### src/rtl/traffic_intersection_ctrl.sv
// Two-way intersection sequencer with a pedestrian walk phase.
// Moore light outputs; one down-counting timer shared by all phases.
module traffic_intersection_ctrl #(
  parameter int CW       = 4,
  parameter int GREEN_T  = 15,
  parameter int YELLOW_T = 5,
  parameter int ALLRED_T = 2,
  parameter int PED_T    = 8
) (
  input  logic          clk,
  input  logic          reset,
  input  logic          car_ew,
  input  logic          ped_req,
  output logic [2:0]    ns_light,
  output logic [2:0]    ew_light,
  output logic          walk,
  output logic [CW-1:0] count,
  output logic [2:0]    phase
);

  typedef enum logic [2:0] {
    NS_G = 3'd0,
    NS_Y = 3'd1,
    AR_A = 3'd2,
    EW_G = 3'd3,
    EW_Y = 3'd4,
    AR_B = 3'd5,
    WALK = 3'd6
  } state_e;

  localparam logic [CW-1:0] G_LD  = CW'(GREEN_T - 1);
  localparam logic [CW-1:0] Y_LD  = CW'(YELLOW_T - 1);
  localparam logic [CW-1:0] AR_LD = CW'(ALLRED_T - 1);
  localparam logic [CW-1:0] P_LD  = CW'(PED_T - 1);

  localparam logic [2:0] LG = 3'b001;
  localparam logic [2:0] LY = 3'b010;
  localparam logic [2:0] LR = 3'b100;

  state_e        state_q, state_d;
  logic [CW-1:0] count_q, count_d;
  logic          ped_pend_q, ped_pend_d;
  logic          next_ew_q, next_ew_d;
  logic          done;

  assign done = (count_q == '0);

  always_ff @(posedge clk) begin
    if (reset) begin
      state_q    <= NS_G;
      count_q    <= G_LD;
      ped_pend_q <= 1'b0;
      next_ew_q  <= 1'b1;
    end else begin
      state_q    <= state_d;
      count_q    <= count_d;
      ped_pend_q <= ped_pend_d;
      next_ew_q  <= next_ew_d;
    end
  end

  always_comb begin
    state_d   = state_q;
    count_d   = count_q - 1'b1;
    next_ew_d = next_ew_q;
    unique case (state_q)
      NS_G: begin
        if (done) begin
          if (car_ew | ped_pend_q) begin
            state_d = NS_Y;
            count_d = Y_LD;
          end else begin
            count_d = '0;
          end
        end
      end
      NS_Y: if (done) begin
        state_d = AR_A;
        count_d = AR_LD;
      end
      AR_A: if (done) begin
        if (ped_pend_q) begin
          state_d   = WALK;
          count_d   = P_LD;
          next_ew_d = 1'b1;
        end else begin
          state_d = EW_G;
          count_d = G_LD;
        end
      end
      EW_G: if (done) begin
        state_d = EW_Y;
        count_d = Y_LD;
      end
      EW_Y: if (done) begin
        state_d = AR_B;
        count_d = AR_LD;
      end
      AR_B: if (done) begin
        if (ped_pend_q) begin
          state_d   = WALK;
          count_d   = P_LD;
          next_ew_d = 1'b0;
        end else begin
          state_d = NS_G;
          count_d = G_LD;
        end
      end
      WALK: if (done) begin
        state_d = next_ew_q ? EW_G : NS_G;
        count_d = G_LD;
      end
      default: begin
        state_d = NS_G;
        count_d = G_LD;
      end
    endcase

    // Entering WALK consumes the request; a same-cycle press is absorbed.
    ped_pend_d = ped_pend_q;
    if (state_d == WALK && state_q != WALK) begin
      ped_pend_d = 1'b0;
    end else if (ped_req && state_q != WALK) begin
      ped_pend_d = 1'b1;
    end
  end

  always_comb begin
    ns_light = LR;
    ew_light = LR;
    walk     = 1'b0;
    unique case (state_q)
      NS_G:    ns_light = LG;
      NS_Y:    ns_light = LY;
      EW_G:    ew_light = LG;
      EW_Y:    ew_light = LY;
      WALK:    walk     = 1'b1;
      default: ;
    endcase
  end

  assign count = count_q;
  assign phase = state_q;

endmodule

### config.mk
export PLATFORM = sky130hd
export DESIGN_NAME = traffic_intersection_ctrl
export DESIGN_NICKNAME = d
export VERILOG_FILES = /design/src/rtl/traffic_intersection_ctrl.sv
export SDC_FILE = /design/constraint.sdc
export NUM_CORES = 1
export LEC_CHECK = 0
export BUFFER_PORTS_ARGS = -buffer_cell sky130_fd_sc_hd__buf_2
export CORE_MARGIN = 5
export CORE_UTILIZATION = 54
export DETAILED_ROUTE_END_ITERATION = 7
export GPL_TIMING_DRIVEN = 0
export PLACE_DENSITY = 0.88
export SETUP_SLACK_MARGIN = 0.3
export SYNTH_ARGS = -nofsm -noshare
export SYNTH_HDL_FRONTEND = slang
export SYNTH_SLANG_ARGS = --single-unit
### constraint.sdc
create_clock -name clk -period 3.78 [get_ports clk]
set_clock_uncertainty 0.1 [all_clocks]
set_input_delay 0.756 -clock clk [delete_from_list [all_inputs] [get_ports clk]]
set_output_delay 0.756 -clock clk [all_outputs]
set_load 0.02 [all_outputs]
* Word level (Yosys, flattened, before mapping) *
Index checks and enable logic that the tools add are counted.

word-level totals
  flip-flop bits (word level) = 9
  word-level logic and storage cells = 55
  input port bits = 4
  output and inout port bits = 14

operators by class
  $add $sub $neg = 1
  bitwise logic cells = 1
  reduce and logical (&&, ||, !) cells = 9
  muxes and demuxes = 28
  eq/ne operators = 12

operator list
  kind                                                                   number
  3-bit 2-to-1 mux                                                       11
  4-bit 2-to-1 mux                                                       6
  3-bit one-hot mux with 7 select lines                                  1
  4-bit one-hot mux with 5 select lines                                  1
  3-bit equality test, second input constant                             4
  3-bit one-hot mux with 2 select lines                                  2
  2-bit != test, second input constant                                   4
  3-bit by 2-bit equality test with 1-bit output, second input constant  2
  2-bit OR reduction                                                     3
  1-bit 2-to-1 mux                                                       5
  5-bit AND reduction                                                    1
  4-bit zero test                                                        1
  4-bit by 1-bit subtractor with 4-bit output, second input constant     1
  3-bit by 1-bit equality test with 1-bit output, second input constant  1
  3-bit zero test                                                        1
  3-bit != test, second input constant                                   1
  1-bit logical AND                                                      2
  2-bit 2-to-1 mux                                                       1
  1-bit one-hot mux with 2 select lines                                  1
  2-bit nonzero test                                                     1
  1-bit bitwise OR                                                       1

* Longest topological paths before layout *
  depth in word-level cells = 7
  mapped depth = 7
  depth with buffers taken out = 6

* Worst setup path before layout *
No wires, ideal clock.

  kind = reg2out
  start point = register state_q[1] (netlist: phase[1])
  end point = output port ns_light[0]
  path buffers = 2
  data required time = 2.924 ns
  cell stages (with the launch flop) = 5
  arrival = 1.331 ns
  slack = 1.593 ns
  path through = dfxtp_1 buf_6 buf_2 or2_2 nor2_1

on the way
  longest elaborated chain between the ends = 2
  elaborated cells between the ends (all ways) = 3
  those cells by class = eq/ne: 1; mux: 1; reduce/logical: 1

RTL lines
  element                                                                            RTL line  RTL
  start, declared                                                                    40        state_e state_q, state_d;
  start signal, assigned                                                             55        state_q <= state_d;
  3-bit by 1-bit equality test with 1-bit output or 3-bit zero test (tied branches)  132       unique case (state_q)
  3-bit one-hot mux with 2 select lines (*)                                          132
  end, declared                                                                      14        output logic [2:0] ns_light,

Every way passes the cells marked *; elsewhere a longest branch is shown, timed or not.

* Final worst setup path *
  start point = register state_q[1] (netlist: phase[1])
  end point = output port ns_light[1]

Same word-level chain as after synthesis.

==> results.toml <==
[global_routing]
grt.met1_usage = 0.213
grt_pass1_wl_um = 2650
antenna_found_initial = 0
use_met2 = 0.286
grt-ovfl-total = 0
top_usage_layer = "met2"
grtUsageMet3 = 0.0234
grt_pass1_vias = 622
grt_max_degree = 11
grt_util_all_layers = 0.172

[clock_network]
clk_pin_slew_ps = 70
clk_latency_ps = 270
cts_buffers = 3
cts_resized = 0
cts_setup_buffers = 0
root_buffer = "clkbuf_4"
cts_tree = "yes"
cts_num_sinks = 9
cts_max_level = 1
clockBufferDepth = 2
holdBufCountCts = 0

[route]
drcViolationCount = 0
detail_route.vias_per_cell = 5.73
vias = 722
drt-pass1-iter-count = 4
finalWirelength_um = 1710
ant_nets = 0
wl_per_cell_um = 13.5
drt-initial-drc-count = 17

[yosys]
ys_seq_area_frac = 0.252
syn_area_per_cell_um2 = 7.95
ys_ff_latch = 9
syn-cell-area_um2 = 716
synthDistinctLibCells = 37
yosys.area.top_type = "dfxtp_1"
syn_inst = 90
async_flop_share = 0
synth.most_common_cell = "nor2_1"
synthesis.nets = 96
synth_edf_count = 0
ys.flop_type = "dfxtp_1"
synth_common_cells = "nor2_1 (11), dfxtp_1 (9), buf_6 (6), nand2_1 (6), nor3_1 (5)"
yosysWarnings = 0
synth_top_area_frac = 0.252
synth_area_leaders = "dfxtp_1 (25%), buf_6 (9.4%), nor2_1 (5.8%)"

[sta]
rsz0062_at_grt = "no"
setup_violations = 0
finalSetupTns_ps = 0
whs_ps = 458
worst_pin_slew_ps = 332
hold_viol = 0
slew_viol_final = 0
period_needed_ps = 2310
relSlewSlack = 0.779
clock.fmax_mhz = 433
fin_crit_sh = 0.611

[setup_path]
r2r_cells = 7
path_depth = 5
worstSetupPathType = "flop to primary output"
cp_max_fo = 10
cp_top_family = "buffers and inverters"
max_stage_delay_ps = 320
critPathRequiredTime_ps = 2920
crit_arrival_ps = 1450
worstPathBufferInverterCount = 3
crit_path_cell_trace = "buf_6, buf_2, or2_2, nor2_1, buf_2"
critPathSlowestCell = "dfxtp_1"
cpMostUsedCell = "buf_2"
end_kind = "primary output"
start_kind = "flop"

[pwr]
p_comb_frac = 0.171
power_switching_mw = 0.0659
p_int_mw = 0.161
power_density_nw_per_um2 = 268
p_sw_frac = 0.290
p_seq_frac = 0.474
vdd_drop_max_uv = 161
clkPwrFrac = 0.355
p_leak_nw = 0.346

[placed_design]
gp_congestion = 0.928
portBuffers = 17
placed_cell_area_um2 = 820
dp_hpwl_um = 1240
placed_cells = 122

[run]
drv_cap = 0

[final_layout]
num_antenna_cells = 0
area_growth_pct = 18.2
fin_nets = 118
final_layout_size_suffix_gt1_frac = 0.288
layout.cells.non_filler = 126
postLayoutCellArea_um2 = 846

[die]
io_pins = 18
die_w_um = 46.4
dieArea_um2 = 2150
floorplan.initialDensity = 0.557
rows = 13
coreArea_um2 = 1280
die_h_um = 46.4

[outcome]
status = "completed"

[min_path]
hold_depth = 2
hold_path.class = "flop to flop"
[routing by layer]
metal	vias to the layer above	wire length, um	part of all wire
met3	5	104	0.061
met5	-	0	0
met4	0	36	0.021
li1	371	-	-
met2	25	801	0.47
met1	321	764	0.45
[flip-flops by register name, summed over array words and instances, names as in the netlist]
signal,flops
ped_pend_q,1
next_ew_q,1
phase,3
count,4
[cell type report]
type                            count  area [um2]
Sequential cell                     9         180
Clock buffer                        4        26.3
Buffer                             10        91.3
Multi-Input combinational cell     68         433
Tap cell                           15        18.8
Inverter                            3        11.3
Fill cell                         113         439
Timing Repair Buffer               17        85.1
[power groups by stage]
stage	Clock [mW]	Combinational [mW]	Sequential, mW
CTS	0.0806	0.0388	0.108
detailed placement	0	0.0385	0.110
global route	0.0860	0.0431	0.109
finish	0.0806	0.0388	0.108
floorplan	0	0.0244	0.114
global placement	0	0.0377	0.109
[tightest hold or removal path: cells and delay by family (launching register included)]
kind,cells,cell delay [ps]
and+or+nand+nor,2,200
DFF,1,330
[final timing paths]
kind	startpoint	to	slack [ps]
setup / recovery	phase[1]$_SDFF_PP0_	ns_light[1]	1470
hold / removal	count[0]$_SDFF_PP0_	count[0]$_SDFF_PP0_	460
setup reg to reg	count[0]$_SDFF_PP0_	count[2]$_SDFF_PP1_	1970
hold reg to reg	count[0]$_SDFF_PP0_	count[0]$_SDFF_PP0_	460
[kinds of logic after synthesis]
| group | synth area share |
|---|---|
| buffers and inverters | 0.143 |
| DFF | 0.252 |
| adders and majority gates | 0.0350 |
| and+or+nand+nor | 0.283 |
| muxes | 0.0140 |
| xor gates and xnor gates | 0.0245 |
| AOI/OAI and AO/OA | 0.248 |
[metrics by stage]
step / worst slack, ps / util / power (mW)
2_1_floorplan: 1590 / - / 0.138
3_3_place_gp: 1800 / 0.638 / 0.147
3_5_place_dp: 1780 / 0.638 / 0.148
4_1_cts: 1470 / 0.658 / 0.227
5_1_grt: 1400 / 0.658 / 0.238
6_report: 1470 / 0.658 / 0.227
[cells in the final DEF (no fill, tap or decap), drive strengths merged, types with 4 or more instances in the layout]
| master | Yosys | layout |
|---|---|---|
| o21ai | 4 | 4 |
| dfxtp | 9 | 9 |
| nor2 | 11 | 11 |
| clkbuf | 0 | 4 |
| nor3 | 5 | 5 |
| o211ai | 4 | 4 |
| nand2 | 6 | 6 |
| buf | 9 | 26 |
Power figures use the tool's default switching activity.
